<file path="src/rtl/chunk_burst_walker_pkg.sv">
// rtl/chunk_burst_walker_pkg.sv - shared parameters and types for the chunk burst walker
package chunk_burst_walker_pkg;
  localparam int WBW     = 16;
  localparam int DIM     = 4;
  localparam int N_ICFG  = 4;
  localparam int ABW     = 24;
  localparam int CSIZE   = 32;
  localparam int ICFG_BW = $clog2(N_ICFG + 1);
  localparam int CS_BW   = $clog2(CSIZE);
  localparam int BBW     = ABW - CS_BW;
  localparam int IDX_BW  = (N_ICFG > 1) ? $clog2(N_ICFG) : 1;

  typedef enum logic [1:0] {
    IDLE = 2'd0,
    CALC = 2'd1,
    EMIT = 2'd2
  } state_t;

  typedef logic [ABW-1:0] addr_t;

  function automatic logic [BBW-1:0] burst_of(input addr_t a);
    return a[ABW-1:CS_BW];
  endfunction
endpackage

</file>
<file path="src/rtl/chunk_burst_walker_if.sv">
// rtl/chunk_burst_walker_if.sv - mofs beat input, per-config tables and burst command output
interface chunk_burst_walker_if;
  import chunk_burst_walker_pkg::*;

  logic                                 i_mofs_rdy;
  logic                                 i_mofs_ack;
  logic                                 i_which;
  logic [DIM-1:0][WBW-1:0]              i_mofs;
  logic [ICFG_BW-1:0]                   i_id;
  logic                                 i_islast_id;
  logic [N_ICFG-1:0][ABW-1:0]           i_mbase;
  logic [N_ICFG-1:0][DIM-1:0][ABW-1:0]  i_mstride;
  logic [N_ICFG-1:0][WBW-1:0]           i_row_len;
  logic [N_ICFG-1:0][WBW-1:0]           i_row_cnt;
  logic [N_ICFG-1:0][ABW-1:0]           i_row_stride;
  logic                                 o_cmd_rdy;
  logic                                 o_cmd_ack;
  logic                                 o_cmd_which;
  logic [ICFG_BW-1:0]                   o_cmd_id;
  logic [ABW-1:0]                       o_cmd_addr;
  logic [CS_BW-1:0]                     o_cmd_beg;
  logic [CS_BW-1:0]                     o_cmd_end;
  logic                                 o_cmd_lastrow;
  logic                                 o_cmd_islast;

  modport master (
    output i_mofs_rdy, i_which, i_mofs, i_id, i_islast_id,
    output i_mbase, i_mstride, i_row_len, i_row_cnt, i_row_stride,
    input  i_mofs_ack,
    input  o_cmd_rdy, o_cmd_which, o_cmd_id, o_cmd_addr, o_cmd_beg, o_cmd_end,
    input  o_cmd_lastrow, o_cmd_islast,
    output o_cmd_ack
  );

  modport slave (
    input  i_mofs_rdy, i_which, i_mofs, i_id, i_islast_id,
    input  i_mbase, i_mstride, i_row_len, i_row_cnt, i_row_stride,
    output i_mofs_ack,
    output o_cmd_rdy, o_cmd_which, o_cmd_id, o_cmd_addr, o_cmd_beg, o_cmd_end,
    output o_cmd_lastrow, o_cmd_islast,
    input  o_cmd_ack
  );
endinterface

</file>
<file path="src/rtl/chunk_burst_walker_mofs_linearize.sv">
// rtl/chunk_burst_walker_mofs_linearize.sv - base plus sum of mofs times stride, wrapping at ABW bits
module mofs_linearize
  import chunk_burst_walker_pkg::*;
(
  input  logic [DIM-1:0][WBW-1:0] mofs,
  input  logic [DIM-1:0][ABW-1:0] stride,
  input  logic [ABW-1:0]          base,
  output logic [ABW-1:0]          addr
);
  always_comb begin
    addr = base;
    for (int d = 0; d < DIM; d++) begin
      addr = addr + ABW'(mofs[d]) * stride[d];
    end
  end
endmodule

</file>
<file path="src/rtl/chunk_burst_walker.sv">
// rtl/chunk_burst_walker.sv - linearizes a mofs beat and walks its rows as burst-aligned commands
module chunk_burst_walker
  import chunk_burst_walker_pkg::*;
(
  input  logic                 i_clk,
  input  logic                 i_rst,
  chunk_burst_walker_if.slave  bus
);
  localparam logic [ICFG_BW-1:0] NCFG = ICFG_BW'(N_ICFG);

  state_t                  state, state_nx;
  logic                    which_q, islast_q;
  logic [DIM-1:0][WBW-1:0] mofs_q;
  logic [ICFG_BW-1:0]      id_q;
  addr_t                   row_start;
  logic [WBW-1:0]          row_idx;
  logic [BBW-1:0]          cur_blk;

  addr_t                   cfg_base, cfg_rstride, lin_addr, row_end, next_row_start;
  logic [DIM-1:0][ABW-1:0] cfg_stride;
  logic [WBW-1:0]          cfg_len, cfg_cnt;
  logic                    at_first, at_last, last_row, empty_beat;

  // An out-of-range id selects an all-zero config, so the beat emits nothing.
  always_comb begin
    cfg_base    = '0;
    cfg_rstride = '0;
    cfg_stride  = '0;
    cfg_len     = '0;
    cfg_cnt     = '0;
    if (id_q < NCFG) begin
      cfg_base    = bus.i_mbase[id_q[IDX_BW-1:0]];
      cfg_rstride = bus.i_row_stride[id_q[IDX_BW-1:0]];
      cfg_stride  = bus.i_mstride[id_q[IDX_BW-1:0]];
      cfg_len     = bus.i_row_len[id_q[IDX_BW-1:0]];
      cfg_cnt     = bus.i_row_cnt[id_q[IDX_BW-1:0]];
    end
  end

  mofs_linearize u_lin (
    .mofs   (mofs_q),
    .stride (cfg_stride),
    .base   (cfg_base),
    .addr   (lin_addr)
  );

  assign row_end        = row_start + addr_t'(cfg_len) - addr_t'(1);
  assign next_row_start = row_start + cfg_rstride;
  assign at_first       = (cur_blk == burst_of(row_start));
  assign at_last        = (cur_blk == burst_of(row_end));
  assign last_row       = (row_idx == cfg_cnt - WBW'(1));
  assign empty_beat     = (cfg_len == '0) || (cfg_cnt == '0);

  always_ff @(posedge i_clk or posedge i_rst) begin
    if (i_rst) state <= IDLE;
    else       state <= state_nx;
  end

  always_comb begin
    state_nx = state;
    case (state)
      IDLE:    if (bus.i_mofs_rdy) state_nx = CALC;
      CALC:    state_nx = empty_beat ? IDLE : EMIT;
      EMIT:    if (bus.o_cmd_ack && at_last && last_row) state_nx = IDLE;
      default: state_nx = IDLE;
    endcase
  end

  always_comb begin
    bus.i_mofs_ack    = 1'b0;
    bus.o_cmd_rdy     = 1'b0;
    bus.o_cmd_which   = 1'b0;
    bus.o_cmd_id      = '0;
    bus.o_cmd_addr    = '0;
    bus.o_cmd_beg     = '0;
    bus.o_cmd_end     = '0;
    bus.o_cmd_lastrow = 1'b0;
    bus.o_cmd_islast  = 1'b0;
    case (state)
      IDLE: bus.i_mofs_ack = bus.i_mofs_rdy;
      EMIT: begin
        bus.o_cmd_rdy     = 1'b1;
        bus.o_cmd_which   = which_q;
        bus.o_cmd_id      = id_q;
        bus.o_cmd_addr    = {cur_blk, {CS_BW{1'b0}}};
        bus.o_cmd_beg     = at_first ? row_start[CS_BW-1:0] : '0;
        bus.o_cmd_end     = at_last ? row_end[CS_BW-1:0] : '1;
        bus.o_cmd_lastrow = at_last && last_row;
        bus.o_cmd_islast  = at_last && last_row && islast_q;
      end
      default: ;
    endcase
  end

  always_ff @(posedge i_clk or posedge i_rst) begin
    if (i_rst) begin
      which_q   <= 1'b0;
      islast_q  <= 1'b0;
      mofs_q    <= '0;
      id_q      <= '0;
      row_start <= '0;
      row_idx   <= '0;
      cur_blk   <= '0;
    end else begin
      case (state)
        IDLE: if (bus.i_mofs_rdy) begin
          which_q  <= bus.i_which;
          islast_q <= bus.i_islast_id;
          mofs_q   <= bus.i_mofs;
          id_q     <= bus.i_id;
        end
        CALC: begin
          row_start <= lin_addr;
          row_idx   <= '0;
          cur_blk   <= burst_of(lin_addr);
        end
        EMIT: if (bus.o_cmd_ack) begin
          // Row done: jump to the next row's first burst; otherwise step one burst.
          if (at_last) begin
            row_start <= next_row_start;
            row_idx   <= row_idx + WBW'(1);
            cur_blk   <= burst_of(next_row_start);
          end else begin
            cur_blk <= cur_blk + BBW'(1);
          end
        end
        default: ;
      endcase
    end
  end
endmodule

</file>
<file path="src/flat_wrapper.sv">
// flat-port wrapper written by rule: the top's interface ports become plain ports
module chunk_burst_walker_flat import chunk_burst_walker_pkg::*;
  (i_clk, i_rst, bus_i_mofs_rdy, bus_i_which, bus_i_mofs, bus_i_id, bus_i_islast_id, bus_i_mbase, bus_i_mstride, bus_i_row_len, bus_i_row_cnt, bus_i_row_stride, bus_i_mofs_ack, bus_o_cmd_rdy, bus_o_cmd_which, bus_o_cmd_id, bus_o_cmd_addr, bus_o_cmd_beg, bus_o_cmd_end, bus_o_cmd_lastrow, bus_o_cmd_islast, bus_o_cmd_ack);
  chunk_burst_walker_if bus_i ();
  input  logic i_clk;
  input  logic i_rst;
  input wire logic [$bits(bus_i.i_mofs_rdy)-1:0] bus_i_mofs_rdy;
  input wire logic [$bits(bus_i.i_which)-1:0] bus_i_which;
  input wire logic [$bits(bus_i.i_mofs)-1:0] bus_i_mofs;
  input wire logic [$bits(bus_i.i_id)-1:0] bus_i_id;
  input wire logic [$bits(bus_i.i_islast_id)-1:0] bus_i_islast_id;
  input wire logic [$bits(bus_i.i_mbase)-1:0] bus_i_mbase;
  input wire logic [$bits(bus_i.i_mstride)-1:0] bus_i_mstride;
  input wire logic [$bits(bus_i.i_row_len)-1:0] bus_i_row_len;
  input wire logic [$bits(bus_i.i_row_cnt)-1:0] bus_i_row_cnt;
  input wire logic [$bits(bus_i.i_row_stride)-1:0] bus_i_row_stride;
  output wire logic [$bits(bus_i.i_mofs_ack)-1:0] bus_i_mofs_ack;
  output wire logic [$bits(bus_i.o_cmd_rdy)-1:0] bus_o_cmd_rdy;
  output wire logic [$bits(bus_i.o_cmd_which)-1:0] bus_o_cmd_which;
  output wire logic [$bits(bus_i.o_cmd_id)-1:0] bus_o_cmd_id;
  output wire logic [$bits(bus_i.o_cmd_addr)-1:0] bus_o_cmd_addr;
  output wire logic [$bits(bus_i.o_cmd_beg)-1:0] bus_o_cmd_beg;
  output wire logic [$bits(bus_i.o_cmd_end)-1:0] bus_o_cmd_end;
  output wire logic [$bits(bus_i.o_cmd_lastrow)-1:0] bus_o_cmd_lastrow;
  output wire logic [$bits(bus_i.o_cmd_islast)-1:0] bus_o_cmd_islast;
  input wire logic [$bits(bus_i.o_cmd_ack)-1:0] bus_o_cmd_ack;
  assign bus_i.i_mofs_rdy = bus_i_mofs_rdy;
  assign bus_i.i_which = bus_i_which;
  assign bus_i.i_mofs = bus_i_mofs;
  assign bus_i.i_id = bus_i_id;
  assign bus_i.i_islast_id = bus_i_islast_id;
  assign bus_i.i_mbase = bus_i_mbase;
  assign bus_i.i_mstride = bus_i_mstride;
  assign bus_i.i_row_len = bus_i_row_len;
  assign bus_i.i_row_cnt = bus_i_row_cnt;
  assign bus_i.i_row_stride = bus_i_row_stride;
  assign bus_i_mofs_ack = bus_i.i_mofs_ack;
  assign bus_o_cmd_rdy = bus_i.o_cmd_rdy;
  assign bus_o_cmd_which = bus_i.o_cmd_which;
  assign bus_o_cmd_id = bus_i.o_cmd_id;
  assign bus_o_cmd_addr = bus_i.o_cmd_addr;
  assign bus_o_cmd_beg = bus_i.o_cmd_beg;
  assign bus_o_cmd_end = bus_i.o_cmd_end;
  assign bus_o_cmd_lastrow = bus_i.o_cmd_lastrow;
  assign bus_o_cmd_islast = bus_i.o_cmd_islast;
  assign bus_i.o_cmd_ack = bus_o_cmd_ack;
  chunk_burst_walker u_core (.i_clk(i_clk), .i_rst(i_rst), .bus(bus_i));
endmodule
</file>
<file path="config.mk">
export PLATFORM = sky130hd
export DESIGN_NAME = chunk_burst_walker_flat
export DESIGN_NICKNAME = d
export VERILOG_FILES = /design/src/rtl/chunk_burst_walker_pkg.sv /design/src/rtl/chunk_burst_walker_if.sv /design/src/rtl/chunk_burst_walker_mofs_linearize.sv /design/src/rtl/chunk_burst_walker.sv /design/src/flat_wrapper.sv
export SDC_FILE = /design/constraint.sdc
export NUM_CORES = 2
export LEC_CHECK = 0
export BUFFER_PORTS_ARGS = -buffer_cell sky130_fd_sc_hd__buf_2
export CORE_AREA = 5 5 318 320
export DETAILED_ROUTE_END_ITERATION = 10
export DIE_AREA = 0 0 323 325
export PLACE_DENSITY = 0.71
export SLEW_MARGIN = 20
export SYNTH_ARGS = -nofsm -noshare
export SYNTH_HDL_FRONTEND = slang
export SYNTH_HIERARCHICAL = 1
export SYNTH_SLANG_ARGS = --single-unit
</file>
<file path="constraint.sdc">
create_clock -name i_clk -period 12.1 [get_ports i_clk]
set_clock_uncertainty 0.05 [all_clocks]
set_input_delay 1.21 -clock i_clk [delete_from_list [all_inputs] [get_ports i_clk]]
set_output_delay 1.21 -clock i_clk [all_outputs]
set_load 0.005 [all_outputs]
</file>
# [After elaboration in Yosys (flattened, before gate mapping)]
# Cells that the tools add are included.
[classes] n_eq_ne=9 magnitude_cmp=2 mux=39 addsub=10 mul=4 reduce_logical=13
[ops] op="96-bit binary-select mux with 2-bit select" count=1
[ops] op="96-bit 2-to-1 mux" count=2
[ops] op="24-bit 2-to-1 mux" count=7
[ops] op="24-bit adder" count=5
[ops] op="24-bit binary-select mux with 2-bit select" count=2
[ops] op="16-bit by 24-bit multiplier with 24-bit output" count=4
[ops] op="16-bit 2-to-1 mux" count=6
[ops] op="16-bit binary-select mux with 2-bit select" count=2
[ops] op="24-bit one-hot mux with 2 select lines" count=1
[ops] op="19-bit equality test" count=2
[ops] op="19-bit 2-to-1 mux" count=2
[ops] op="19-bit one-hot mux with 2 select lines" count=1
[ops] op="16-bit zero test" count=2
[ops] op="16-bit one-hot mux with 2 select lines" count=1
[ops] op="24-bit by 16-bit adder with 24-bit output" count=1
[ops] op="24-bit by 1-bit subtractor with 24-bit output, second input constant" count=1
[ops] op="5-bit 2-to-1 mux" count=4
[ops] op="19-bit by 1-bit adder with 19-bit output, second input constant" count=1
[ops] op="16-bit by 1-bit adder with 16-bit output, second input constant" count=1
[ops] op="16-bit equality test" count=1
[ops] op="16-bit by 1-bit subtractor with 16-bit output, second input constant" count=1
[ops] op="2-bit 2-to-1 mux" count=3
[ops] op="2-bit one-hot mux with 3 select lines" count=1
[ops] op="2-bit AND reduction" count=3
[ops] op="other kinds (13)" count=22
[word_totals] inputBits=777 wordCells=88 output_inout_bits=42 reg_bits=130

# [Logic depth before layout (Yosys ltp)]
[depth] ltp_word=10 mapped_depth=42 depth_no_buf=35

# [Hierarchy]
# Netlist, hierarchy kept.
[by_module_without_submodules] mod="mofs_linearize" area_each_um2=31637.8 n_inst=1 seq_area_each_um2=0.0 cells_each=3447
[by_module_without_submodules] mod="chunk_burst_walker" area_each_um2=15715.1 n_inst=1 seq_area_each_um2=3253.1 cells_each=1611

# [Worst setup path before layout]
# No wires, ideal clock.
[synth_timing] path_type="reg2reg" startpoint="register u_core.id_q[0]" endpoint="register u_core.cur_blk[18]" n_path_buf=7 synth_period_minus_slack_ns=10.146 path_stages_with_launch=37 slack_ns=1.954 arrival_ns=9.978 setup_time_ns=0.118 required_ns=11.932 path_cell_list="dfrtp_1 buf_6 buf_8 buf_2 buf_2 clkbuf_1 buf_2 mux4_2 nor2b_1 clkbuf_1 and2_1 fa_1 fa_1 fa_1 fa_1 inv_1 fa_1 fa_1 inv_1 fa_1 fa_1 fa_1 fa_1 ha_1 a21o_1 a21oi_1 nor2b_1 nand2_1 a21oi_1 o21ai_0 a31oi_1 xnor2_1 nor2_1 nor2_1 o21ai_0 o22ai_1 a21o_1"
[synth_lines] item="from (decl)" line_no="chunk_burst_walker.sv:14" text="logic [ICFG_BW-1:0] id_q;"
[synth_lines] item="from (signal assigned)" line_no="chunk_burst_walker.sv:110" text="id_q <= bus.i_id;"
[synth_lines] item="to (signal assigned)" line_no="chunk_burst_walker.sv:115" text="cur_blk <= burst_of(lin_addr);"
[synth_lines] item="to (signal assigned)" line_no="chunk_burst_walker.sv:122" text="cur_blk <= burst_of(next_row_start);"
[synth_lines] item="to (signal assigned)" line_no="chunk_burst_walker.sv:124" text="cur_blk <= cur_blk + BBW'(1);"
[synth_lines] item="to (decl)" line_no="chunk_burst_walker.sv:17" text="logic [BBW-1:0] cur_blk;"

==> results by group <==
Logic synthesis
  – Gate Count Post-Synth: 5058
  – Synth async-reset ratio: 100.0%
  – Count of flip-flops with a built-in enable after synthesis: 0
  – Count of unique library cells instantiated by Yosys: 96
  – Count of synthesis-stage warnings from yosys: 6
  – Post-Syn Area: 47350 µm²
  – Synth Area per Inst: 9.362 µm²
  – Register bit count reported by yosys: 130
  – Leading register cell type out of synthesis: sky130_fd_sc_hd__dfrtp_1
  – Sequential cell area fraction in the yosys report: 6.870%

CTS
  – Number of clock sinks: 130
  – Total of cells resized after clock tree synthesis: 0
  – Clock-pin slew of the registers on the worst-case setup and hold paths: 0.07 ns
  – Post-CTS Setup Inserts: 0
  – Deepest level of the CTS H-tree: 4
  – Cts hold-fix bufs: 0
  – Cell at the root of the clock tree: sky130_fd_sc_hd__clkbuf_16
  – Inserted Clock Buffers: 17
  – Clk_lat worst skew: 0.53 ns
  – Longest Clk Path Bufs: 2
  – TritonCTS clock tree: built

Die
  – Top-Level Pins: 819
  – Initial Utilization: 48.40%
  – Standard cell core area: 97840 µm²
  – Area enclosed by the die boundary: 105000 µm²
  – Width of the die: 323 µm
  – Overall die height: 325 µm
  – Number of placement rows: 115

Hold path
  – Cells on Worst Hold Path: 1
  – Hold path start: u_core/islast_q
  – Endpoint, Worst Hold: u_core/islast_q
  – Class of the most critical hold timing path: flip-flop to flip-flop

Place
  – Detailed Place HPWL: 131100 µm
  – Final weighted congestion of routability-driven global placement: 0.9757
  – # port buffers: 813

Global route
  – Wire length of the first global-routing pass: 238800 µm
  – Initial antenna violation count: 3
  – Aggregate global-route resource usage: 29.32%
  – Total global routing overflow: 0
  – Largest net degree at the start of global routing: 84
  – Via count of the first global-routing pass: 40790

Outcome
  – Result of the run: complete, no violations

Worst setup path
  – Setup slack of the most critical reg-to-reg path: 1.85 ns
  – CP bufs+invs: 6
  – Crit Path Max Fanout: 49
  – Gate family responsible for the most delay along the worst path: adder cells
  – Maximum cell stage delay along the critical path: 0.88 ns
  – R2r endpoint: u_core/cur_blk[18]
  – Data required time of the worst path: 12.45 ns
  – Endpoint class of the critical path: flip-flop
  – Arrival time at the worst endpoint: 10.61 ns
  – Library cell appearing most often on the critical path: sky130_fd_sc_hd__fa_1
  – Source of the worst register-to-register timing path: u_core/id_q[0]
  – Worst R2R Path Depth: 32
  – Cell with the largest stage delay on the worst path: sky130_fd_sc_hd__nor2b_1
  – Type of the worst setup path: flip-flop to flip-flop
  – Startpoint kind of the worst setup timing path: flip-flop

STA
  – Unrepaired setup endpoints after global routing: false
  – Worst Max-Slew Pin Slew: 1.145 ns
  – Final hold slack: 0.4746 ns
  – Final hold violation count: 0
  – Number of setup violations in the final report: 0
  – Crit path time final: 10.25 ns
  – Max Transition Viols Final: 0
  – Summed negative setup slack over all endpoints: 0 ns
  – Relative max-transition margin: 23.53%
  – Achievable Freq: 0.09752 GHz
  – Ratio of final minimum period to clock period: 84.75%

Drt
  – Final antenna-violating net count: 0
  – Final routed wirelength across all metal layers: 153100 µm
  – First-pass iteration count of the detailed router: 6
  – Post-DR wirelength/cell: 21.94 µm
  – Via-to-Cell Ratio: 5.505
  – Via count: 38410
  – Drt initial violations: 3210
  – DRC violations left: 0

Layout
  – Final standard cell utilization of the core: 54.12%
  – Area growth syn-to-layout: 11.83%
  – Total number of nets in the final design: 7621
  – Layout cells sized above 1: 20.96%

Run
  – Number of max-cap violations: 0
how the worst max path moves through the flow:
stage                        from                  to  slack (ns)  cells past startpoint
6_report           u_core/id_q[0]  u_core/cur_blk[18]        1.85                     32
5_1_grt            u_core/id_q[0]  u_core/cur_blk[11]        1.43                     25
4_1_cts            u_core/id_q[0]  u_core/cur_blk[11]        1.90                     25
3_5_place_dp   bus_i_mstride[178]  u_core/cur_blk[11]        1.83                     25
3_3_place_gp    bus_i_mstride[30]  u_core/cur_blk[18]        1.79                     30
2_1_floorplan      u_core/id_q[0]  u_core/cur_blk[18]        1.95                     36
layout make-up:
type | count | area (µm²)
flip-flops and latches | 130 | 3264
inverters | 994 | 3736
fillers | 8902 | 44890
multi-input cells | 3658 | 39180
clock buffers | 19 | 452.9
clock inverters | 12 | 122.6
well taps | 1287 | 1610
diodes | 2 | 5.005
repair buffers | 875 | 4584
flip-flops by register name, summed over array words and instances, names as in the netlist:
signal,flops
u_core/cur_blk,19
u_core/id_q,3
u_core/islast_q,1
u_core/mofs_q,64
u_core/row_idx,16
u_core/row_start,24
u_core/state,2
u_core/which_q,1
synthesized netlist by cell type (5+ instances only):
master                      number  area, µm²
sky130_fd_sc_hd__o21a_1          9      67.56
sky130_fd_sc_hd__xor2_1         65      569.3
sky130_fd_sc_hd__a21o_1         19      142.6
sky130_fd_sc_hd__a211oi_1       10      75.07
sky130_fd_sc_hd__a32oi_1         6      52.55
sky130_fd_sc_hd__o21ai_0        80      400.4
sky130_fd_sc_hd__nand2_1       640       2402
sky130_fd_sc_hd__nor3b_1         7      52.55
sky130_fd_sc_hd__clkbuf_1      219      822.0
sky130_fd_sc_hd__o311ai_0        7      61.31
sky130_fd_sc_hd__o22ai_1         5      31.28
sky130_fd_sc_hd__or3_1           7      43.79
sky130_fd_sc_hd__a31oi_1        23      143.9
sky130_fd_sc_hd__mux2_2         72      810.8
sky130_fd_sc_hd__clkbuf_8        6      82.58
sky130_fd_sc_hd__nand2b_1       28      175.2
sky130_fd_sc_hd__a211o_1         5      43.79
sky130_fd_sc_hd__o31ai_1         9      67.56
sky130_fd_sc_hd__a21oi_1        72      360.4
sky130_fd_sc_hd__mux4_1          6      157.7
sky130_fd_sc_hd__buf_4           7      52.55
sky130_fd_sc_hd__mux2i_1        12      120.1
sky130_fd_sc_hd__nand4_1        22      137.6
sky130_fd_sc_hd__nor3_1         27      135.1
sky130_fd_sc_hd__xnor2_1       174       1524
sky130_fd_sc_hd__o211ai_1       11      82.58
sky130_fd_sc_hd__dfrtp_1       130       3253
sky130_fd_sc_hd__o2111ai_1       7      61.31
sky130_fd_sc_hd__o21ai_1         6      30.03
sky130_fd_sc_hd__nor2_1        115      431.7
sky130_fd_sc_hd__nand3_1        33      165.2
sky130_fd_sc_hd__and2_1        555       3472
sky130_fd_sc_hd__o21bai_1        7      52.55
sky130_fd_sc_hd__nor2b_1       158      988.5
sky130_fd_sc_hd__or2_2          10      62.56
sky130_fd_sc_hd__inv_1         994       3731
sky130_fd_sc_hd__ha_1          257       3216
sky130_fd_sc_hd__nor4_1         16      100.1
sky130_fd_sc_hd__mux4_2        169       3806
sky130_fd_sc_hd__and3_1         12      75.07
sky130_fd_sc_hd__fa_1          911      18240
sky130_fd_sc_hd__buf_2          35      175.2
cells by family (layout without fill, tap and decap cells):
family | count (synthesis) | after routing | synth area share, %
adder cells (fa/ha/maj) | 1168 | 1168 | 45.30
flip-flops | 130 | 130 | 6.870
buffers and inverters | 1274 | 1900 | 10.51
AO/OA/AOI/OAI | 325 | 325 | 4.516
other | 1 | 7 | 0.007919
multiplexers | 259 | 259 | 10.34
XOR/XNOR | 240 | 240 | 4.471
AND/OR/NAND/NOR | 1661 | 1661 | 17.98
layout by cell type, fill, tap and decap left out, types with 9 or more instances in the layout:
| cell | count |
|---|---|
| sky130_fd_sc_hd__o31ai_1 | 9 |
| sky130_fd_sc_hd__nand4_1 | 22 |
| sky130_fd_sc_hd__a31oi_1 | 23 |
| sky130_fd_sc_hd__clkbuf_16 | 17 |
| sky130_fd_sc_hd__mux4_2 | 169 |
| sky130_fd_sc_hd__ha_1 | 257 |
| sky130_fd_sc_hd__nor3_1 | 27 |
| sky130_fd_sc_hd__nor4_1 | 16 |
| sky130_fd_sc_hd__a21o_1 | 19 |
| sky130_fd_sc_hd__o211ai_1 | 11 |
| sky130_fd_sc_hd__o21ai_0 | 80 |
| sky130_fd_sc_hd__or2_2 | 10 |
| sky130_fd_sc_hd__mux2i_1 | 12 |
| sky130_fd_sc_hd__inv_1 | 993 |
| sky130_fd_sc_hd__buf_2 | 813 |
| sky130_fd_sc_hd__xor2_1 | 65 |
| sky130_fd_sc_hd__mux2_2 | 72 |
| sky130_fd_sc_hd__buf_4 | 58 |
| sky130_fd_sc_hd__dfrtp_1 | 127 |
| sky130_fd_sc_hd__fa_1 | 911 |
| sky130_fd_sc_hd__o21a_1 | 9 |
| sky130_fd_sc_hd__nor2b_1 | 148 |
| sky130_fd_sc_hd__nor2b_2 | 10 |
| sky130_fd_sc_hd__nand2_1 | 640 |
| sky130_fd_sc_hd__and2_1 | 555 |
| sky130_fd_sc_hd__a21oi_1 | 72 |
| sky130_fd_sc_hd__xnor2_1 | 174 |
| sky130_fd_sc_hd__nor2_1 | 115 |
| sky130_fd_sc_hd__nand3_1 | 33 |
| sky130_fd_sc_hd__a211oi_1 | 10 |
| sky130_fd_sc_hd__nand2b_1 | 27 |
| sky130_fd_sc_hd__and3_1 | 12 |
per-stage QoR:
step                      setup slack [ns]  instances  cell area (µm²)
final                                1.846       6977            52960
after global routing                 1.434       6976            52950
after floorplan                      1.954       5062            47370
after CTS                            1.901       6975            52950
after global placement               1.789       6944            52350
after detailed placement             1.828       6944            52370
per-layer routing:
layer | wire length [µm] | vias to the layer above | global-route usage, %
met5 | 7 | - | 0
met4 | 2807 | 2 | 6.013
met3 | 12630 | 172 | 4.859
met2 | 72780 | 1707 | 47.59
met1 | 64860 | 19730 | 41.95
li1 | - | 16790 | -
Power is not shown: default switching activity piles up to over one toggle a cycle in this logic, so the estimate is an artifact.
